File: src/rtl/div_ratio_sequencer_if.sv
// Configuration/status bundle for the even clock-divider sequencer.
// master: the configuring agent; slave: the sequencer itself.
interface div_ratio_sequencer_if #(
  parameter int CNT_W = 8
);
  logic             cfg_valid;
  logic             cfg_ready;
  logic             cfg_en;
  logic [CNT_W-1:0] cfg_half;
  logic             div_out;
  logic             rise_pulse;
  logic [CNT_W-1:0] cur_half;
  logic             busy;
  logic             cfg_err;

  modport master (
    output cfg_valid, cfg_en, cfg_half,
    input  cfg_ready, div_out, rise_pulse, cur_half, busy, cfg_err
  );

  modport slave (
    input  cfg_valid, cfg_en, cfg_half,
    output cfg_ready, div_out, rise_pulse, cur_half, busy, cfg_err
  );
endinterface

File: src/rtl/div_ratio_sequencer.sv
// Run-time controller for the even clock divider. Produces a 50%-duty
// divided enable whose half-period is cur_half clk cycles. New settings
// are buffered in a single pending entry and only take effect at the end
// of a low phase (or immediately when stopped), so no runt pulses appear.
module div_ratio_sequencer #(
  parameter int CNT_W = 8
) (
  input logic                 clk,
  input logic                 resetn,
  div_ratio_sequencer_if.slave bus
);

  typedef enum logic [1:0] {
    ST_OFF  = 2'd0,
    ST_HIGH = 2'd1,
    ST_LOW  = 2'd2
  } state_t;

  // One buffered configuration request.
  typedef struct packed {
    logic             en;
    logic [CNT_W-1:0] half;
  } req_t;

  state_t           state;
  logic [CNT_W-1:0] cnt;
  logic [CNT_W-1:0] cur_half;
  req_t             pend;
  logic             pend_valid;
  logic             div_out;
  logic             rise_pulse;
  logic             cfg_err;

  logic             accept;
  logic             reject;
  logic             last;

  // Ready only while the pending slot is empty, so an accept can never
  // land on the same edge as an apply.
  assign accept = bus.cfg_valid && !pend_valid;
  // Enabling with a zero half-period has no meaningful waveform.
  assign reject = bus.cfg_en && (bus.cfg_half == '0);
  // Width-exact terminal compare; cur_half is never 0 in HIGH/LOW.
  assign last   = (cnt == (cur_half - CNT_W'(1)));

  // Sequencer FSM, pending buffer and all registered outputs.
  always_ff @(posedge clk) begin
    if (!resetn) begin
      state      <= ST_OFF;
      cnt        <= '0;
      cur_half   <= '0;
      pend       <= '0;
      pend_valid <= 1'b0;
      div_out    <= 1'b0;
      rise_pulse <= 1'b0;
      cfg_err    <= 1'b0;
    end else begin
      rise_pulse <= 1'b0;
      cfg_err    <= 1'b0;

      // Request intake: illegal requests complete the handshake but only
      // raise the error pulse.
      if (accept) begin
        if (reject) begin
          cfg_err <= 1'b1;
        end else begin
          pend_valid <= 1'b1;
          pend.en    <= bus.cfg_en;
          pend.half  <= bus.cfg_half;
        end
      end

      unique case (state)
        ST_OFF: begin
          cnt     <= '0;
          div_out <= 1'b0;
          if (pend_valid) begin
            pend_valid <= 1'b0;
            if (pend.en) begin
              state      <= ST_HIGH;
              cur_half   <= pend.half;
              div_out    <= 1'b1;
              rise_pulse <= 1'b1;
            end
          end
        end

        // Pending entries are deliberately held off during HIGH so the
        // current high pulse is never truncated.
        ST_HIGH: begin
          if (last) begin
            state   <= ST_LOW;
            cnt     <= '0;
            div_out <= 1'b0;
          end else begin
            cnt <= cnt + CNT_W'(1);
          end
        end

        ST_LOW: begin
          if (last) begin
            cnt <= '0;
            if (pend_valid) begin
              pend_valid <= 1'b0;
              if (pend.en) begin
                state      <= ST_HIGH;
                cur_half   <= pend.half;
                div_out    <= 1'b1;
                rise_pulse <= 1'b1;
              end else begin
                // Disable keeps the last ratio visible on cur_half.
                state   <= ST_OFF;
                div_out <= 1'b0;
              end
            end else begin
              state      <= ST_HIGH;
              div_out    <= 1'b1;
              rise_pulse <= 1'b1;
            end
          end else begin
            cnt <= cnt + CNT_W'(1);
          end
        end

        default: begin
          state   <= ST_OFF;
          cnt     <= '0;
          div_out <= 1'b0;
        end
      endcase
    end
  end

  assign bus.cfg_ready  = !pend_valid;
  assign bus.busy       = pend_valid;
  assign bus.div_out    = div_out;
  assign bus.rise_pulse = rise_pulse;
  assign bus.cur_half   = cur_half;
  assign bus.cfg_err    = cfg_err;

endmodule

File: src/flat_wrapper.sv
// flat-port wrapper written by rule: the top's interface ports become plain ports
module div_ratio_sequencer_flat 
#(
  parameter int CNT_W = 8
)
  (clk, resetn, bus_cfg_valid, bus_cfg_en, bus_cfg_half, bus_cfg_ready, bus_div_out, bus_rise_pulse, bus_cur_half, bus_busy, bus_cfg_err);
  div_ratio_sequencer_if #(.CNT_W(CNT_W)) bus_i ();
  input logic clk;
  input logic resetn;
  input wire logic [$bits(bus_i.cfg_valid)-1:0] bus_cfg_valid;
  input wire logic [$bits(bus_i.cfg_en)-1:0] bus_cfg_en;
  input wire logic [$bits(bus_i.cfg_half)-1:0] bus_cfg_half;
  output wire logic [$bits(bus_i.cfg_ready)-1:0] bus_cfg_ready;
  output wire logic [$bits(bus_i.div_out)-1:0] bus_div_out;
  output wire logic [$bits(bus_i.rise_pulse)-1:0] bus_rise_pulse;
  output wire logic [$bits(bus_i.cur_half)-1:0] bus_cur_half;
  output wire logic [$bits(bus_i.busy)-1:0] bus_busy;
  output wire logic [$bits(bus_i.cfg_err)-1:0] bus_cfg_err;
  assign bus_i.cfg_valid = bus_cfg_valid;
  assign bus_i.cfg_en = bus_cfg_en;
  assign bus_i.cfg_half = bus_cfg_half;
  assign bus_cfg_ready = bus_i.cfg_ready;
  assign bus_div_out = bus_i.div_out;
  assign bus_rise_pulse = bus_i.rise_pulse;
  assign bus_cur_half = bus_i.cur_half;
  assign bus_busy = bus_i.busy;
  assign bus_cfg_err = bus_i.cfg_err;
  div_ratio_sequencer #(.CNT_W(CNT_W)) u_core (.clk(clk), .resetn(resetn), .bus(bus_i));
endmodule
File: config.mk
export PLATFORM = sky130hd
export DESIGN_NAME = div_ratio_sequencer_flat
export DESIGN_NICKNAME = d
export VERILOG_FILES = /design/src/rtl/div_ratio_sequencer_if.sv /design/src/rtl/div_ratio_sequencer.sv /design/src/flat_wrapper.sv
export SDC_FILE = /design/constraint.sdc
export NUM_CORES = 1
export LEC_CHECK = 0
export CELL_PAD_IN_SITES_DETAIL_PLACEMENT = 1
export CELL_PAD_IN_SITES_GLOBAL_PLACEMENT = 1
export CORE_MARGIN = 1
export CORE_UTILIZATION = 36
export DETAILED_ROUTE_END_ITERATION = 6
export PLACE_DENSITY = 0.85
export SYNTH_ARGS = -nofsm -noshare
export SYNTH_HDL_FRONTEND = slang
export SYNTH_SLANG_ARGS = --single-unit
export TNS_END_PERCENT = 20
File: constraint.sdc
create_clock -name clk -period 2.45 [get_ports clk]
set_input_delay 0.245 -clock clk [delete_from_list [all_inputs] [get_ports clk]]
set_output_delay 0.245 -clock clk [all_outputs]
set_load 0.05 [all_outputs]
* Word level (Yosys, flattened, before mapping)
Index checks and enable logic that the tools add are counted.
Storage, ports and cells: register bits 31, input port bits 12, output and inout port bits 13, word-level logic and storage cells 59
Cells by class: add/sub/neg operators 2, equality and inequality tests 7, multiplexer cells 25, bitwise operators 3, reductions and logical operators 13
Operator list (number):
- 8-bit two-way mux | 3
- 8-bit one-hot mux with 2 select lines | 1
- 1-bit two-way mux | 13
- 8-bit by 1-bit adder with 8-bit output (second input constant) | 1
- 8-bit equality test | 1
- 8-bit logical NOT | 1
- 2-bit two-way mux | 4
- 2-bit by 1-bit inequality test with 1-bit output (second input constant) | 4
- 2-bit AND reduction | 4
- 8-bit by 1-bit subtractor with 8-bit output (second input constant) | 1
- 2-bit one-hot mux with 3 select lines | 1
- 1-bit one-hot mux with 2 select lines | 2
- 4-bit AND reduction | 1
- 1-bit inverter | 3
- 1-bit one-hot mux with 3 select lines | 1
- 3-bit OR reduction | 1
- 2-bit by 1-bit equality test with 1-bit output (second input constant) | 1
- 2-bit equality test (second input constant) | 1
- 1-bit logical AND | 2
- 2-bit logical NOT | 1
- 2-bit nonzero test | 1
- 2-bit OR reduction | 1
- 1-bit logical NOT | 1

* Logic depth before layout (Yosys ltp)
Gate-level depths: netlist of run 1.
depth in word-level cells 7, mapped depth 8, depth with buffers taken out 8

* Worst setup path after synthesis of run 1
OpenSTA, ideal clock, no wires.
kind reg-to-reg, start register u_core.cur_half[0] (netlist: u_core.bus.cur_half[0]), end register u_core.cur_half[0] (netlist: u_core.bus.cur_half[0]), setup time 72 ps, arrival 2859 ps, data required time 2378 ps, path slack -480 ps, stages on the path, launching flop included 9, path buffers 0, period minus slack after synthesis 2930 ps, path through dfxtp_1 -> inv_1 -> ha_1 -> nor3b_4 -> xnor2_1 -> or4_1 -> or4b_4 -> a21oi_4 -> mux2i_1
Between the ends: cells in the longest elaborated chain, start to end 4
RTL lines:
- start: declaration | RTL line div_ratio_sequencer.sv:27 | logic [CNT_W-1:0] cur_half;
- start signal: assignment | RTL line div_ratio_sequencer.sv:81 | cur_half <= pend.half;
- start signal: assignment | RTL line div_ratio_sequencer.sv:107 | cur_half <= pend.half;
- 8-bit by 1-bit subtractor with 8-bit output / 8-bit two-way mux (equally long branches)
- 8-bit equality test / 8-bit two-way mux (equally long branches)
- 2-bit by 1-bit inequality test with 1-bit output (no line) / 8-bit two-way mux (equally long branches)
- 2-bit AND reduction (no line) / 8-bit one-hot mux with 2 select lines (equally long branches)
Parallel ways exist; a longest one is shown, timed or not. The select of a mux whose other input is x is not followed. A chain may end at the register's enable or synchronous reset.

* Worst setup path after layout of run 1
start register u_core.cur_half[1] (netlist: u_core.bus.cur_half[1]), end register u_core.cur_half[3] (netlist: u_core.bus.cur_half[3])
Between the ends: cells in the longest elaborated chain, start to end 4
RTL lines:
- 8-bit by 1-bit subtractor with 8-bit output | RTL line div_ratio_sequencer.sv:44 | assign last = (cnt == (cur_half - CNT_W'(1)));
- 8-bit equality test | RTL line div_ratio_sequencer.sv:44
- 2-bit by 1-bit inequality test with 1-bit output (no line)
- 2-bit AND reduction (no line)
Every way passes these cells.

==> qor.csv, run 1 <==
metric,value,unit
outcome,completed,
post-route-period-util,99.4,%
tritoncts,built,
rows,23,
fmax,0.411,GHz
synthTopCellsByArea,"dfxtp_1, mux2i_1, nand2_1",
multi_input_area,932,um^2
worstSetupPathType,flop to flop,
setup_violations,0,
yosysSeqAreaShare,39.6,%
drt_iter0_drc,49,
die_h,68.0,um
seq_area,631,um^2
post-route-drc-count,0,
place_ws,-71.4,ps
hold_violations,0,
async_flop_share,0,%
synth_edf_count,0,
maxCapViolations,0,
cp-end-kind,flop,
crit_required,2660,ps
initial_core_util,38.4,%
power_density,664,nW/um^2
ir_drop,0.367,mV
cts_sinks,31,
synthFlopType,dfxtp_1,
syn2layout_area_growth,35.6,%
syn_area,1570,um^2
synth_seq_cells,31,
diodes,0,
grt_max_degree,21,
ys_types,31,
drive_above_1_share,15.9,%
cp_max_fo,8,
syn_avg_cell_area,8.97,um^2
cts_inserted_buffers,5,
wl_per_cell,13.7,um
overflow,0,
die-area,4630,um^2
postSynthCellCount,175,
rsz0062_at_grt,yes,
htreeDepth,2,
grt_pass1_vias,1293,
clk_latency,290,ps
cts_buffer_depth,2,
yosysTopAreaCell,dfxtp_1,
vias_per_cell,4.84,
pin_count,25,
cts.clk_slew.worst_paths,70,ps
period_minus_slack,2440,ps
tightestPinTransition,1040,ps
fp.coreArea,4090,um^2
cts-root-buf,clkbuf_8,
nets,232,
fin_ws,14.0,ps
drt_pass1_iterations,4,
fin_skew,5.29,ps
grt_pass1_wl,5910,um
drt-total-wl,3600,um
die_w,68.0,um
dpl.hpwl,2620,um
synth_commonest_cells,"dfxtp_1, nand2_1, mux2i_1",
relSlewSlack,30.8,%
port_buffers,24,
yosys_warnings,0,
cp-start-kind,flop,
fillers,478,
postCtsHoldBufs,0,
gp_congestion,0.785,
p_leak,0.828,nW
tns,0,ps
syn_nets,194,
hold_class,flop to flop,
synth_most_common_cell,dfxtp_1,
synth_top_area_share,39.6,%
cp_data_arrival_time,2650,ps
via_count,1278,
grt_antenna_before_repair,0,
final_max_slew_viol_count,0,
ant_nets,0,
holdWs,459,ps
grt.total_usage,18.0,%
[path summary, 6_finish.rpt]
check,startpoint,to,slack (ps),cells after the start
min,u_core.pend[2],u_core.bus.cur_half[2],460,2
min reg2reg,u_core.pend[2],u_core.bus.cur_half[2],460,2
max,u_core.bus.cur_half[1],u_core.bus.cur_half[3],10,9
max reg2reg,u_core.bus.cur_half[1],u_core.bus.cur_half[3],10,9
[final cells by class]
class,instances,share of cell area (%)
inverter,7,1.24
sequential,31,29.6
tap,50,2.94
multi-input combinational,132,43.8
clock buffer,6,3.41
clock inverter,2,2.82
timing repair buffer,36,16.1
[worst max-delay path, cell delays in order (launching register included)]
cell	delay, ps
dfxtp_4	340
inv_2	60
ha_4	140
nor3b_4	230
xnor2_1	90
or4_4	490
or4b_4	510
a21oi_4	160
buf_12	150
mux2i_1	180
[per-stage QoR]
stage / power (W) / area, um^2 / utilization (%) / std cells
after floorplan: 0.000729 / 1590 / - / 175
after CTS: 0.00143 / 2120 / 51.9 / 264
after global placement: 0.000812 / 1970 / 48.2 / 255
after global routing: 0.00148 / 2130 / 52.1 / 264
after detailed placement: 0.000821 / 1970 / 48.2 / 255
final: 0.00141 / 2130 / 52.1 / 264
[report_power, final]
group | total, W | internal (W) | switching (W) | leakage, nW
clock network | 0.000603 | 0.000406 | 0.000197 | 0.0654
logic | 0.000252 | 0.000110 | 0.000142 | 0.508
registers | 0.000558 | 0.000532 | 0.0000261 | 0.255
total | 0.00141 | 0.00105 | 0.000365 | 0.828
[cells in the final DEF (no fill, tap or decap), types with 2 or more instances in the layout]
cell type,instances
nand2_1,30
dfxtp_1,27
clkdlybuf4s50_1,24
mux2i_1,18
nor2_1,15
buf_4,11
nor2b_1,10
xnor2_1,9
xor2_1,8
and3_1,6
ha_1,6
inv_1,5
a21oi_1,5
clkbuf_8,5
nand3_1,3
inv_2,2
nand2b_1,2
bufinv_16,2
dfxtp_4,2
dfxtp_2,2
[cell families (layout without fill, tap and decap cells)]
| group | count (synthesis) | in the layout | share of synthesized area (%) |
|---|---|---|---|
| xor+xnor | 18 | 18 | 10.0 |
| simple gates | 78 | 78 | 25.4 |
| buf+inv | 12 | 51 | 2.87 |
| fa+ha+maj | 7 | 7 | 5.58 |
| flops | 31 | 31 | 39.6 |
| mux | 18 | 18 | 11.5 |
| compound gates | 11 | 11 | 5.10 |
[metal layers]
metal,wire [um],track usage [%],vias to the layer above
li1,-,-,651
met2,1750,28.6,22
met4,63,8.07,0
met3,101,6.50,7
met1,1690,21.5,598
met5,0,0,-
[sequential cells by signal, summed over array words and instances (netlist names)]
register / cells
u_core.pend: 9
u_core.bus.cur_half: 8
u_core.cnt: 8
u_core.state: 2
u_core.bus.busy: 1
u_core.bus.cfg_err: 1
u_core.bus.div_out: 1
u_core.bus.rise_pulse: 1
[timing repair]
action                                  in CTS  in global routing
gates resized for setup                      2                  1
buffers inserted                             1                  0
endpoints found under the setup margin       9                 10
pin swaps                                    4                  1
gates cloned                                 0                  0
No activity file was read; power rests on OpenSTA's default activity.
==> run 2, diff against run 1 <==
--- a/config.mk
+++ b/config.mk
@@ -8,9 +8,10 @@
 export CELL_PAD_IN_SITES_DETAIL_PLACEMENT = 1
 export CELL_PAD_IN_SITES_GLOBAL_PLACEMENT = 1
 export CORE_MARGIN = 1
-export CORE_UTILIZATION = 36
+export CORE_UTILIZATION = 42
 export DETAILED_ROUTE_END_ITERATION = 6
-export PLACE_DENSITY = 0.85
+export DONT_BUFFER_PORTS = 1
+export PLACE_DENSITY = 0.84
 export SYNTH_ARGS = -nofsm -noshare
 export SYNTH_HDL_FRONTEND = slang
 export SYNTH_SLANG_ARGS = --single-unit
==> qor.csv, run 2 (same netlist as run 1, synthesis figures left out) <==
metric,value,unit
outcome,finished with violations,
violations,setup timing,
r2r_slack,-50,ps
rr_startpoint,u_core.bus.cur_half[1],
seqPwrFrac,45.7,%
syn2layout_area_growth,20.3,%
diodes,0,
clk_latency,280,ps
port_buffers,0,
initial_core_util,45.2,%
die_w,63.1,um
cts_inserted_buffers,5,
gp_congestion,0.744,
largest_reg_flops,9,
final_core_util,54.4,%
netSwitchingFraction,27.4,%
p_comb_share,15.6,%
cp_max_fo,8,
hold_class,input port to flop,
setup_violations,9,
drt_pass1_iterations,3,
tightestPinTransition,961,ps
drive_above_1_share,19.7,%
power_frac_clock,38.7,%
drt_iter0_drc,23,
post-route-period-util,102,%
stdcell_count,239,
die-area,3980,um^2
seq_area,631,um^2
grt_pass1_wl,6370,um
cts_buffer_depth,2,
worstSetupPathType,flop to flop,
die_h,63.1,um
pin_count,25,
htreeDepth,2,
fin_ws,-54.5,ps
hold_violations,0,
ant_nets,0,
cp-end-kind,flop,
power_density,665,nW/um^2
fp.coreArea,3470,um^2
rsz0062_at_grt,yes,
reg_top3,"u_core.pend x9, u_core.bus.cur_half x8, u_core.cnt x8",
cp-start-kind,flop,
dpl.hpwl,2860,um
grt_antenna_before_repair,0,
tns,-243,ps
p_sw,0.000343,W
tritoncts,built,
internal_power,0.000911,W
grt_max_degree,36,
rows,21,
rr_worst_depth,9,
crit_end,u_core.bus.cur_half[4],
wl_per_cell,16.1,um
grt_pass1_vias,1345,
layout_commonest_cell,nand2_1,
final_max_slew_viol_count,0,
period_minus_slack,2500,ps
overflow,0,
post-route-drc-count,0,
ir_drop,0.345,mV
dpl.cell_count,230,
maxCapViolations,0,
multi_input_area,935,um^2
nets,212,
p_leak,0.742,nW
fmax,0.399,GHz
final_cell_mix,"nand2_1, dfxtp_1, mux2i_1, nor2_1, buf_4",
crit_required,2650,ps
relSlewSlack,35.8,%
cts_sinks,31,
fin_skew,3.30,ps
drt-total-wl,3840,um
via_count,1249,
r2r-end,u_core.bus.cur_half[4],
cts-root-buf,clkbuf_8,
largest-register,u_core.pend,
grt.total_usage,21.0,%
cts.clk_slew.worst_paths,60,ps
cp_data_arrival_time,2710,ps
fillers,406,
startpoint,u_core.bus.cur_half[1],
vias_per_cell,5.23,
[run 2: timing repair]
| action | in CTS | in global routing |
|---|---|---|
| cloned | 0 | 0 |
| buffers inserted | 2 | 0 |
| hold buffers | 0 | 0 |
| endpoints found under the setup margin | 10 | 18 |
| resized for setup | 2 | 3 |
| endpoints found under the hold margin | 0 | 0 |
| pin swaps | 4 | 1 |
[run 2: layout make-up]
cell class | count | share of cell area (%)
flip-flops and latches | 31 | 33.4
multi-input cells | 132 | 49.5
well taps | 46 | 3.05
repair buffers | 16 | 7.03
clock buffers | 6 | 3.85
clock inverters | 1 | 1.59
inverters | 7 | 1.53
[run 2: worst min-delay path by stage]
stage / from / end / cells past startpoint
finish: resetn / u_core.pend[8] / 1
global route: resetn / u_core.bus.cur_half[2] / 2
CTS: resetn / u_core.pend[7] / 1
detailed placement: resetn / u_core.pend[7] / 1
global placement: resetn / u_core.pend[8] / 1
floorplan: bus_cfg_half[6] / u_core.pend[6] / 2
[run 2: critical path, stage by stage, from the launching register on]
cell and delay [ps]:
dfxtp_4 360, inv_4 50, ha_4 130, nor3b_4 220, xnor2_1 130, or4_4 510, or4b_4 510, a21oi_4 160
buf_12 150, mux2i_1 210
[run 2: power by group through the flow]
stage                     registers, W  logic, W  clock network, W
after floorplan               0.000596  0.000132                 0
after global placement        0.000582  0.000178                 0
after detailed placement      0.000584  0.000191                 0
after CTS                     0.000574  0.000193          0.000493
after global routing          0.000577  0.000218          0.000519
final                         0.000573  0.000196          0.000485
[run 2: routing by layer]
layer / wire length (um) / track usage (%) / vias to the layer above
met5: 0 / 0 / -
met4: 65 / 7.27 / 0
met1: 1560 / 21.3 / 605
met2: 2070 / 39.4 / 24
met3: 144 / 6.88 / 7
li1: - / - / 613
[run 2: stage by stage]
stage               area, um^2  hold WS, ps  total power [W]  setup WS, ps
global route              1890          110          0.00131          -141
CTS                       1870         93.9          0.00126         -48.9
floorplan                 1590          390         0.000729          -147
detailed placement        1750          386         0.000775          -125
finish                    1890          101          0.00125         -54.5
global placement          1750          378         0.000760         -6.21
==> run 3, diff against run 2 <==
--- a/config.mk
+++ b/config.mk
@@ -9,6 +9,7 @@
 export CELL_PAD_IN_SITES_GLOBAL_PLACEMENT = 1
 export CORE_MARGIN = 1
 export CORE_UTILIZATION = 42
+export CTS_CLUSTER_SIZE = 20
 export DETAILED_ROUTE_END_ITERATION = 6
 export DONT_BUFFER_PORTS = 1
 export PLACE_DENSITY = 0.84
==> results of run 3 <==
No change in the layout: final DEF, timing and power equal those of run 2.
